===== src/rtl/vga_sincronismo_if.sv =====
// Raster bus shared by the VGA timing generator and the drawing modules
// (ship, grid and shot renderers) of the Batalha Naval display.
interface vga_sincronismo_if;
    logic       hsync;
    logic       vsync;
    logic       areaAtiva;
    logic [9:0] coluna;
    logic [9:0] linha;
    logic       frameInicio;

    // Timing generator side: owns every raster signal.
    modport master (
        output hsync,
        output vsync,
        output areaAtiva,
        output coluna,
        output linha,
        output frameInicio
    );

    // Renderer / monitor side: reads the raster position and sync pins.
    modport slave (
        input hsync,
        input vsync,
        input areaAtiva,
        input coluna,
        input linha,
        input frameInicio
    );
endinterface


===== src/rtl/vga_sincronismo.sv =====
// 640x480 @ 60 Hz VGA raster timing generator for the Batalha Naval display.
// A clock divider produces a pixel tick. On every tick the raster position
// advances. The sync and active-area flags are decoded from the *next*
// position, so every registered output describes the position currently
// shown on coluna/linha.
module vga_sincronismo #(
    parameter int DIV_CLK  = 2,
    parameter int H_ATIVO  = 640,
    parameter int H_FRENTE = 16,
    parameter int H_SINC   = 96,
    parameter int H_TRAS   = 48,
    parameter int V_ATIVO  = 480,
    parameter int V_FRENTE = 10,
    parameter int V_SINC   = 2,
    parameter int V_TRAS   = 33
) (
    input  logic             clk,
    input  logic             reset,
    vga_sincronismo_if.master vga
);

    localparam int H_TOTAL = H_ATIVO + H_FRENTE + H_SINC + H_TRAS;
    localparam int V_TOTAL = V_ATIVO + V_FRENTE + V_SINC + V_TRAS;

    // Sync pulse windows, as 10-bit bounds: [inicio, fim).
    localparam logic [9:0] H_ULTIMA     = 10'(H_TOTAL - 1);
    localparam logic [9:0] V_ULTIMA     = 10'(V_TOTAL - 1);
    localparam logic [9:0] H_ATIVO_W    = 10'(H_ATIVO);
    localparam logic [9:0] V_ATIVO_W    = 10'(V_ATIVO);
    localparam logic [9:0] HS_INICIO    = 10'(H_ATIVO + H_FRENTE);
    localparam logic [9:0] HS_FIM       = 10'(H_ATIVO + H_FRENTE + H_SINC);
    localparam logic [9:0] VS_INICIO    = 10'(V_ATIVO + V_FRENTE);
    localparam logic [9:0] VS_FIM       = 10'(V_ATIVO + V_FRENTE + V_SINC);

    // DIV_CLK goes up to 16, so the divider counts 0..15.
    localparam logic [3:0] DIV_ULTIMO   = 4'(DIV_CLK - 1);

    logic [3:0] div;
    logic       tick;

    logic [9:0] coluna_prox;
    logic [9:0] linha_prox;
    logic       area_prox;
    logic       hsync_prox;
    logic       vsync_prox;
    logic       frame_prox;

    assign tick = (div == DIV_ULTIMO);

    // Next raster position and the flags that will describe it.
    always_comb begin
        // NOTE: every output of this block gets a default first so that no
        // path leaves it unassigned, which would otherwise infer a latch.
        coluna_prox = vga.coluna + 10'd1;
        linha_prox  = vga.linha;
        if (vga.coluna >= H_ULTIMA) begin
            coluna_prox = '0;
            linha_prox  = (vga.linha >= V_ULTIMA) ? 10'd0 : vga.linha + 10'd1;
        end

        area_prox  = (coluna_prox < H_ATIVO_W) && (linha_prox < V_ATIVO_W);
        hsync_prox = !((coluna_prox >= HS_INICIO) && (coluna_prox < HS_FIM));
        vsync_prox = !((linha_prox  >= VS_INICIO) && (linha_prox  < VS_FIM));
        frame_prox = (coluna_prox == 10'd0) && (linha_prox == 10'd0);
    end

    // Divider, position and flag registers; reset parks at the last pixel.
    always_ff @(posedge clk or posedge reset) begin
        // NOTE: state registers use non-blocking assignments so every
        // register samples the pre-edge values regardless of statement order.
        if (reset) begin
            div             <= '0;
            vga.coluna      <= H_ULTIMA;
            vga.linha       <= V_ULTIMA;
            vga.areaAtiva   <= 1'b0;
            vga.hsync       <= 1'b1;
            vga.vsync       <= 1'b1;
            vga.frameInicio <= 1'b0;
        end else begin
            // Single-clock pulse: cleared on every edge unless re-armed below.
            vga.frameInicio <= 1'b0;
            if (tick) begin
                div             <= '0;
                vga.coluna      <= coluna_prox;
                vga.linha       <= linha_prox;
                vga.areaAtiva   <= area_prox;
                vga.hsync       <= hsync_prox;
                vga.vsync       <= vsync_prox;
                vga.frameInicio <= frame_prox;
            end else begin
                div <= div + 4'd1;
            end
        end
    end

endmodule


===== src/flat_wrapper.sv =====
// flat-port wrapper written by rule: the top's interface ports become plain ports
module vga_sincronismo_flat 
#(
    parameter int DIV_CLK  = 2,
    parameter int H_ATIVO  = 640,
    parameter int H_FRENTE = 16,
    parameter int H_SINC   = 96,
    parameter int H_TRAS   = 48,
    parameter int V_ATIVO  = 480,
    parameter int V_FRENTE = 10,
    parameter int V_SINC   = 2,
    parameter int V_TRAS   = 33
)
  (clk, reset, vga_hsync, vga_vsync, vga_areaAtiva, vga_coluna, vga_linha, vga_frameInicio);
  vga_sincronismo_if vga_i ();
  input  logic clk;
  input  logic reset;
  output wire logic [$bits(vga_i.hsync)-1:0] vga_hsync;
  output wire logic [$bits(vga_i.vsync)-1:0] vga_vsync;
  output wire logic [$bits(vga_i.areaAtiva)-1:0] vga_areaAtiva;
  output wire logic [$bits(vga_i.coluna)-1:0] vga_coluna;
  output wire logic [$bits(vga_i.linha)-1:0] vga_linha;
  output wire logic [$bits(vga_i.frameInicio)-1:0] vga_frameInicio;
  assign vga_hsync = vga_i.hsync;
  assign vga_vsync = vga_i.vsync;
  assign vga_areaAtiva = vga_i.areaAtiva;
  assign vga_coluna = vga_i.coluna;
  assign vga_linha = vga_i.linha;
  assign vga_frameInicio = vga_i.frameInicio;
  vga_sincronismo #(.DIV_CLK(DIV_CLK), .H_ATIVO(H_ATIVO), .H_FRENTE(H_FRENTE), .H_SINC(H_SINC), .H_TRAS(H_TRAS), .V_ATIVO(V_ATIVO), .V_FRENTE(V_FRENTE), .V_SINC(V_SINC), .V_TRAS(V_TRAS)) u_core (.clk(clk), .reset(reset), .vga(vga_i));
endmodule

===== config.mk =====
export PLATFORM = sky130hd
export DESIGN_NAME = vga_sincronismo_flat
export DESIGN_NICKNAME = d
export VERILOG_FILES = /design/src/rtl/vga_sincronismo_if.sv /design/src/rtl/vga_sincronismo.sv /design/src/flat_wrapper.sv
export SDC_FILE = /design/constraint.sdc
export NUM_CORES = 1
export LEC_CHECK = 0
export CAP_MARGIN = 20
export CORE_ASPECT_RATIO = 1.25
export CORE_MARGIN = 2
export CORE_UTILIZATION = 55
export DETAILED_ROUTE_END_ITERATION = 12
export DONT_BUFFER_PORTS = 1
export PLACE_DENSITY = 0.8
export RECOVER_POWER = 50
export SLEW_MARGIN = 0
export SYNTH_ARGS = -nofsm -noshare
export SYNTH_HDL_FRONTEND = slang
export SYNTH_SLANG_ARGS = --single-unit
export TNS_END_PERCENT = 1

===== constraint.sdc =====
create_clock -name clk -period 2.5 [get_ports clk]
set_input_delay 0.25 -clock clk [delete_from_list [all_inputs] [get_ports clk]]
set_output_delay 0.25 -clock clk [all_outputs]
set_load 0.1 [all_outputs]

* Word level (Yosys, flattened, before mapping) *
Index checks and enable logic that the tools add are counted.

word-level totals
  bits in latches = 0
  flip-flop bits (word level) = 28
  output and inout port bits = 24
  RAM bits = 0
  memories kept = 0
  ROM bits = 0

cells by class
  $lt $le $gt $ge = 8
  multiplexer cells = 5
  multiply operators = 0
  equal/unequal tests = 1
  add/subtract/negate cells = 3
  shifts and indexed selects = 0
  reductions and logical operators = 8
  divide/modulo/power cells = 0
  bitwise gates (word level) = 0

operator list
  kind                                                                                   count
  10-bit greater-or-equal comparator (second input constant)                             3
  10-bit 2-to-1 mux                                                                      3
  10-bit by 1-bit adder with 10-bit output (second input constant)                       2
  10-bit logical NOT                                                                     2
  10-bit < comparator (second input constant)                                            2
  10-bit by 9-bit < comparator with 1-bit output (second input constant)                 2
  10-bit by 9-bit greater-or-equal comparator with 1-bit output (second input constant)  1
  4-bit by 1-bit adder with 4-bit output (second input constant)                         1
  4-bit by 1-bit == test with 1-bit output (second input constant)                       1
  1-bit logical AND                                                                      4
  4-bit 2-to-1 mux                                                                       1
  1-bit logical NOT                                                                      2
  1-bit 2-to-1 mux                                                                       1

* Longest topological paths before layout *
Gate-level depths: netlist (run 1).

  depth in word-level cells = 6
  depth in mapped cells = 9
  depth with buffers taken out = 7

* Worst setup path after synthesis (run 1) *
OpenSTA, ideal clock, no wires.

  kind = reg-to-reg
  start = reg u_core.vga.linha[0]
  end = reg u_core.vga.frameInicio
  required time = 2.413 ns
  cell stages (with the launch flop) = 9
  path buffers = 1
  path slack = -0.008 ns
  data arrival time = 2.422 ns
  cells stage by stage = dfrtp_1 ha_1 clkbuf_1 nand3_1 xor2_1 o2111ai_1 a21oi_1 a21oi_1 a211oi_2

between the ends
  longest elaborated chain between the ends = 6
  elaborated cells between the ends (all ways) = 7

RTL lines
  item                                                                                                   RTL line                  RTL
  from (decl)                                                                                            vga_sincronismo_if.sv:17  output linha,
  from (signal assigned)                                                                                 vga_sincronismo.sv:85     vga.linha <= linha_prox;
  10-bit by 1-bit adder with 10-bit output / 10-bit greater-or-equal comparator (equally long branches)  vga_sincronismo.sv:58     linha_prox = (vga.linha >= V_ULTIMA) ? 10'd0 : vga.linha + 10'd1;
  10-bit 2-to-1 mux                                                                                      vga_sincronismo.sv:58
  10-bit 2-to-1 mux (*)                                                                                  vga_sincronismo.sv:56     if (vga.coluna >= H_ULTIMA) begin
  10-bit logical NOT (*)                                                                                 vga_sincronismo.sv:64     frame_prox = (coluna_prox == 10'd0) && (linha_prox == 10'd0);
  1-bit logical AND (*)                                                                                  vga_sincronismo.sv:64
  1-bit 2-to-1 mux (*)                                                                                   vga_sincronismo.sv:82     if (tick) begin
  to (signal assigned)                                                                                   vga_sincronismo.sv:89     vga.frameInicio <= frame_prox;
  to (decl)                                                                                              vga_sincronismo_if.sv:18  output frameInicio

Mark *: on every way between the ends. The rest lies on a longest branch, timed or not.
A chain may end at the register's enable or synchronous reset.

* Final worst setup path (run 1) *
  start = reg u_core.vga.coluna[1]
  end = reg u_core.vga.hsync

between the ends
  longest elaborated chain between the ends = 5
  elaborated cells between the ends (all ways) = 7

RTL lines
  item                                                                                                   RTL line                                      RTL
  from (decl)                                                                                            vga_sincronismo_if.sv:16                      output coluna,
  from (signal assigned)                                                                                 vga_sincronismo.sv:84                         vga.coluna <= coluna_prox;
  10-bit by 1-bit adder with 10-bit output / 10-bit greater-or-equal comparator (equally long branches)  vga_sincronismo.sv:54, vga_sincronismo.sv:56
  10-bit 2-to-1 mux (*)                                                                                  vga_sincronismo.sv:56
  10-bit greater-or-equal comparator / 10-bit < comparator (equally long branches)                       vga_sincronismo.sv:62                         hsync_prox = !((coluna_prox >= HS_INICIO) && (coluna_prox < HS_FIM));
  1-bit logical AND (*)                                                                                  vga_sincronismo.sv:62
  1-bit logical NOT (*)                                                                                  vga_sincronismo.sv:62
  to (signal assigned)                                                                                   vga_sincronismo.sv:87                         vga.hsync <= hsync_prox;
  to (decl)                                                                                              vga_sincronismo_if.sv:13                      output hsync,

Marks and branches as above.

==> flow_summary.yaml, run 1 <==
yosys:
  yosys_warnings: 0
  syn_inst: 229
  avgSynthCellArea_um2: 8.458
  synth_flop_cell: "dfrtp_1"
  synthTopCellsByArea: "dfrtp_1, dfstp_2, nand2_1"
  syn_area_um2: 1937
  synth_enable_flop_cells: 0
  synth_seq_cells: 28
  synth_largest_area_cell: "dfrtp_1"
  async_flop_share_pct: 100.0
  yosysUniqueCellTypes: 50
  synth_nets: 234
  ys_seq_area_share_pct: 36.95
  yosys.area.top_type_share_pct: 20.67
critical_path:
  startpoint_type: "flop"
  criticalPathCategory: "reg2reg"
  r2r_setup_slack_ns: 0.19
  critPathTopFamily: "simple AND/OR/NAND/NOR gates"
  cp_data_arrival_time_ns: 2.51
  ff2ff_path_depth: 7
  end_kind: "flop"
  worst_path_max_delay_cell: "dfstp_2"
  worst-path-buf-inv: 1
  max_stage_delay_ns: 0.54
  rr_startpoint: "u_core.vga.coluna[1]"
  cp_max_fo: 7
  critical_path_required_ns: 2.71
  r2r_end: "u_core.vga.hsync"
  worstPathCellList: "buf_4, and4_1, nand4_1, mux2i_1, o41ai_1, nor4_1, a31oi_1"
cells_and_area:
  syn_to_final_growth_pct: 10.59
  fillCellCount: 325
  stdcell_area_um2: 2142
  fin_cells: 282
  layout-drive-gt1-share_pct: 19.75
  final_nets: 249
  diodes: 0
placed_design:
  gp_congestion: 0.9471
  dp_slack_ns: 0.2172
  dp_hpwl_um: 3343
  post_dp_cell_area_um2: 2067
  io_buffers: 0
  dp_cells: 276
outcome:
  outcome: "complete, no violations"
sta:
  fmax_mhz: 433.6
  finalSetupTns_ns: 0
  skew_ns: 0.006045
  fin_crit_ns: 2.306
  hold_viol_final: 0
  max-slew-margin-rel_pct: 23.07
  slew_violations: 0
  worstMarginPinSlew_ns: 1.159
  setup_ws_ns: 0.1935
  grt_setup_unrepaired: "no"
  final.period_utilization_pct: 92.26
  setup_violations: 0
global_routing:
  grt_max_degree: 29
  grt_antenna_before_repair: 0
  grt_pass1_wl_um: 8017
  grt_pass1_vias: 1707
  gr-total-overflow: 0
  track_usage_pct: 24.95
power:
  power_switching_uw: 159.9
  p_clk_share_pct: 44.1
  combPwrFrac_pct: 1.3
  leakagePower_nw: 0.8389
  total_power_uw: 829.9
  p_sw_share_pct: 19.27
  internal-power_uw: 670.0
  vdd_drop_max_mv: 0.3360
  seq_power_share_pct: 54.7
  power.density_nw_per_um2: 387.5
cts:
  cts_buffers: 3
  cts_max_path_buffers: 2
  clk_pin_slew_ns: 0.10
  clock_latency_ns: 0.29
  htreeDepth: 1
  tritoncts: "done"
  ctsResizeCount: 0
  cts_sinks: 28
  clockRootBuffer: "clkbuf_8"
die:
  rows: 24
  fp.dieW_um: 57.08
  core_region_area_um2: 3423
  fp.dieH_um: 70.35
  die_area_um2: 4015
  io_pins: 26
  initial_core_util_pct: 56.58
routing:
  ant_nets: 0
  drt-vias-per-instance: 6.397
  vias: 1804
  drt-initial-drc-count: 141
  first_pass_iters: 4
  wl_per_cell_um: 16.56
  routed_wl_um: 4670
  drc: 0
min_path:
  hp-class: "in2async"
job:
  maxCapViolations: 0
## how the worst max path moves through the flow
stage / start / end / slack, ns / cells after the start
3_3_place_gp: u_core.vga.coluna[1] / u_core.vga.hsync / 0.22 / 7
3_5_place_dp: u_core.vga.coluna[1] / u_core.vga.hsync / 0.22 / 7
5_1_grt: u_core.vga.coluna[1] / u_core.vga.hsync / 0.01 / 7
4_1_cts: u_core.vga.coluna[1] / u_core.vga.hsync / 0.19 / 7
2_1_floorplan: u_core.vga.linha[1] / u_core.vga.frameInicio / 0.01 / 8
6_report: u_core.vga.coluna[1] / u_core.vga.hsync / 0.19 / 7
## cell usage after synthesis, types with 2 or more instances
cell type and number:
nor2_1 13, inv_1 8, o22ai_1 2, o21ai_0 19
nor2b_1 2, o21ai_1 4, dfrtp_1 16, ha_1 3
nand4_1 3, and2_1 2, clkbuf_2 2, or3_1 2
nor4_1 2, a31oi_1 7, a21oi_1 10, and3_1 3
nand3_1 11, o31ai_1 7, nor3_1 7, clkbuf_1 4
and4_1 6, xor2_1 3, xnor2_1 7, nand2_1 37
dfstp_2 12, buf_6 2, nand3b_1 2, buf_2 3
o41ai_1 2, buf_4 4, nand2b_1 4, o211ai_1 2
## cell usage in the layout (no fill, tap or decap), drive strengths merged, types with 2 or more instances in the layout
master	count
nand4	3
dfrtp	16
and3	3
a31oi	8
o21ai	23
a32oi	2
nand2	37
buf	20
nand2b	4
a21oi	10
nor2b	2
o31ai	7
nand3b	2
nor3	7
and2	2
a211oi	2
o22ai	2
nor4	2
xnor2	7
o41ai	3
o211ai	2
xor2	3
ha	3
nand3	12
clkbuf	7
dfstp	12
nor2	14
or3	3
and4	6
inv	8
## metrics by stage
step           utilization, %  hold WS [ns]
6_report                62.57        0.3783
5_1_grt                 62.57        0.4303
3_5_place_dp            60.38        0.4600
2_1_floorplan               -        0.3064
3_3_place_gp            60.38        0.4503
4_1_cts                 62.46        0.1470
## layer usage
layer  GRT usage, %  wire [um]
met1          32.43       1969
met2          41.51       2327
met3          3.148        290
met4          10.08         84
met5              0          0
## cell type report
type                            instances  area, um^2  share of cell area [%]
Multi-Input combinational cell        178        1099                   51.28
Inverter                                8       30.03                   1.402
Clock inverter                          1       30.03                   1.402
Clock buffer                            3       41.29                   1.928
Sequential cell                        28       716.9                   33.47
Timing Repair Buffer                   25       176.4                   8.236
Tap cell                               39       48.80                   2.278
## worst register-to-register path, delay by kind of cell, from the launching register on
kind            cells  cell delay [ns]
simple gates        3             0.71
flops               1             0.54
mux                 1             0.36
buf+inv             1             0.32
compound gates      2             0.29
## sequential cells by signal (all words and copies together), names as in the netlist
signal / count
u_core.vga.linha: 10
u_core.div: 4
u_core.vga.frameInicio: 1
u_core.vga.hsync: 1
u_core.vga.vsync: 1
u_core.vga.areaAtiva: 1
u_core.vga.coluna: 10
## power groups by stage
stage	logic, mW	registers (mW)	clock network [mW]
3_3_place_gp	0.00918	0.462	0
4_1_cts	0.00937	0.454	0.371
2_1_floorplan	0.00655	0.462	0
6_report	0.0105	0.454	0.366
5_1_grt	0.0130	0.454	0.382
3_5_place_dp	0.00936	0.462	0
## kinds of logic (layout without fill, tap and decap cells)
family / after synthesis / after routing / share of synthesized area (%)
flip-flops: 28 / 28 / 36.95
AO/OA/AOI/OAI: 66 / 66 / 24.23
adder cells (fa/ha/maj): 3 / 3 / 1.938
buffers and inverters: 23 / 37 / 6.330
AND/OR/NAND/NOR: 98 / 98 / 25.52
multiplexers: 1 / 1 / 0.5168
XOR/XNOR: 10 / 10 / 4.522
## repair_timing
| action | 4_1_cts | 5_1_grt |
|---|---|---|
| endpoints found under the hold margin | 0 | 4 |
| hold buffers | 0 | 1 |
| buffers inserted | 0 | 0 |
(Power assumes the default switching activity.)
==> run 2: changes to the inputs <==
--- a/config.mk
+++ b/config.mk
@@ -11,6 +11,7 @@
 export CORE_UTILIZATION = 55
 export DETAILED_ROUTE_END_ITERATION = 12
 export DONT_BUFFER_PORTS = 1
+export MAX_ROUTING_LAYER = met4
 export PLACE_DENSITY = 0.8
 export RECOVER_POWER = 50
 export SLEW_MARGIN = 0
==> run 2 against run 1 <==
Fmax decreased by 2.4%. Via count decreased by 0.55%. Critical path depth unchanged. Register-to-register slack got worse by 0.06 ns. Final area increased by 0.23%. Count of clock-buffer cells in the layout unchanged. Sequential share of layout area decreased by 0.078 points. Power decreased by 0.97%. First-iteration DRC count decreased by 52%. Worst setup slack got worse by 0.056 ns. Critical path type unchanged.
==> flow_summary.yaml, run 2 (synthesis gave the netlist of run 1 again) <==
cells_and_area:
  stdcell_area_um2: 2147
  multi_input_area_um2: 1107
  diodes: 0
  layout-drive-gt1-share_pct: 20.25
  syn_to_final_growth_pct: 10.85
  fillCellCount: 326
  final_cell_mix: "nand2_1, buf_4, o21ai_0"
  final_nets: 248
  final_common_cell: "nand2_1"
  register_area_um2: 716.9
  reg_top3: "u_core.vga.coluna: 10 flops, u_core.vga.linha: 10 flops, u_core.div: 4 flops"
global_routing:
  grt_util_met1_pct: 31.55
  use_met3_pct: 3.889
  grt_antenna_before_repair: 0
  grt_util_met2_pct: 43.04
  track_usage_pct: 25.73
  grt_max_degree: 29
  gr-total-overflow: 0
  grt_pass1_wl_um: 7941
  grt_busiest_layer: "met2"
  grt_pass1_vias: 1695
critical_path:
  startpoint_type: "flop"
  rr_startpoint: "u_core.vga.coluna[0]"
  worst-path-buf-inv: 0
  critPathTopFamily: "simple AND/OR/NAND/NOR gates"
  worstPathCellList: "ha_1, and4_1, and4_1, xor2_1, nor3_1, a21oi_1, a211oi_2"
  worst_path_max_delay_cell: "dfstp_2"
  end_kind: "flop"
  max_stage_delay_ns: 0.62
  criticalPathCategory: "reg2reg"
  critical_path_required_ns: 2.66
  r2r_setup_slack_ns: 0.14
  critPathMostFrequentCell: "and4_1"
  crit_start: "u_core.vga.coluna[0]"
  cp_max_fo: 9
  cp_data_arrival_time_ns: 2.52
cts:
  cts_max_path_buffers: 2
  clockRootBuffer: "clkbuf_8"
  clk_pin_slew_ns: 0.10
  cts_buffers: 3
  cts_sinks: 28
  tritoncts: "done"
  htreeDepth: 1
  clock_latency_ns: 0.28
routing:
  drt-vias-per-instance: 6.384
  drc: 0
  drt-initial-drc-count: 67
  first_pass_iters: 4
  routed_wl_um: 4673
  vias: 1794
  ant_nets: 0
  wl_per_cell_um: 16.63
power:
  p_clk_share_pct: 43.6
  total_power_uw: 821.9
  leakagePower_nw: 0.8392
  vdd_drop_max_mv: 0.2413
  power_switching_uw: 152.3
  p_sw_share_pct: 18.53
  seq_power_share_pct: 55.2
  power.density_nw_per_um2: 382.8
  combPwrFrac_pct: 1.3
  internal-power_uw: 669.6
die:
  initial_core_util_pct: 56.58
  rows: 24
  core_region_area_um2: 3423
  die_area_um2: 4015
  fp.dieW_um: 57.08
  fp.dieH_um: 70.35
  io_pins: 26
sta:
  skew_ns: 0.006413
  max-slew-margin-rel_pct: 21.02
  hold_viol_final: 0
  fmax_mhz: 423.4
  hold_slack_ns: 0.4406
  worstMarginPinSlew_ns: 1.185
  slew_violations: 0
  setup_ws_ns: 0.1379
  fin_crit_ns: 2.362
  finalSetupTns_ns: 0
  grt_setup_unrepaired: "no"
  final.period_utilization_pct: 94.48
  setup_violations: 0
placed_design:
  dp_slack_ns: 0.1464
  gp_congestion: 0.9042
  dp_hpwl_um: 3421
  io_buffers: 0
  post_dp_cell_area_um2: 2059
job:
  maxCapViolations: 0
min_path:
  hp-class: "in2async"
outcome:
  outcome: "complete, no violations"
==> run 2: cell types whose count changed in the layout (fill, tap and decap cells not counted) <==
cell      before  now
clkbuf_1       3    2
nand2_1       37   36
nand2_2        0    1
o21ba_2        1    0
o21ba_4        0    1
==> run 2: final cells by class <==
| class | count | share of cell area (%) |
|---|---|---|
| clock buffers | 3 | 1.923 |
| clock inverters | 1 | 1.399 |
| inverters | 8 | 1.399 |
| multi-input cells | 178 | 51.57 |
| flip-flops and latches | 28 | 33.39 |
| well taps | 39 | 2.273 |
| repair buffers | 24 | 8.042 |
==> run 2: metal layers <==
metal,vias up,share of wire [%]
met1,860,40
met3,7,5.5
met2,60,53
li1,867,-
met5,-,0
met4,0,1.4
==> run 2: power by group through the flow <==
stage                     registers, mW  logic [mW]  clock network [mW]
after floorplan                   0.462     0.00655                   0
after global placement            0.462     0.00937                   0
after detailed placement          0.462     0.00941                   0
after CTS                         0.454     0.00941               0.368
after global routing              0.454      0.0126               0.386
final                             0.454      0.0103               0.358
==> run 2: final timing paths <==
kind	to	cells past startpoint
worst min-delay path	u_core.vga.linha[4]	2
worst max-delay path	u_core.vga.frameInicio	7
worst max register to register	u_core.vga.frameInicio	7
worst min register to register	u_core.div[0]	1
max in group asynchronous	u_core.div[3]	3
min in group clk	u_core.div[0]	1
==> run 2: what timing repair did <==
| item | in CTS | in global routing |
|---|---|---|
| gates resized for setup | 0 | 2 |
| hold endpoints to repair | 0 | 11 |
| hold buffers | 0 | 1 |
| endpoints found under the setup margin | 0 | 4 |
| setup buffers | 0 | 0 |
==> run 2: metrics by stage <==
stage | cells | util [%]
5_1_grt | 281 | 62.72
4_1_cts | 279 | 62.24
2_1_floorplan | 229 | -
6_report | 281 | 62.72
3_5_place_dp | 275 | 60.16
3_3_place_gp | 275 | 60.16
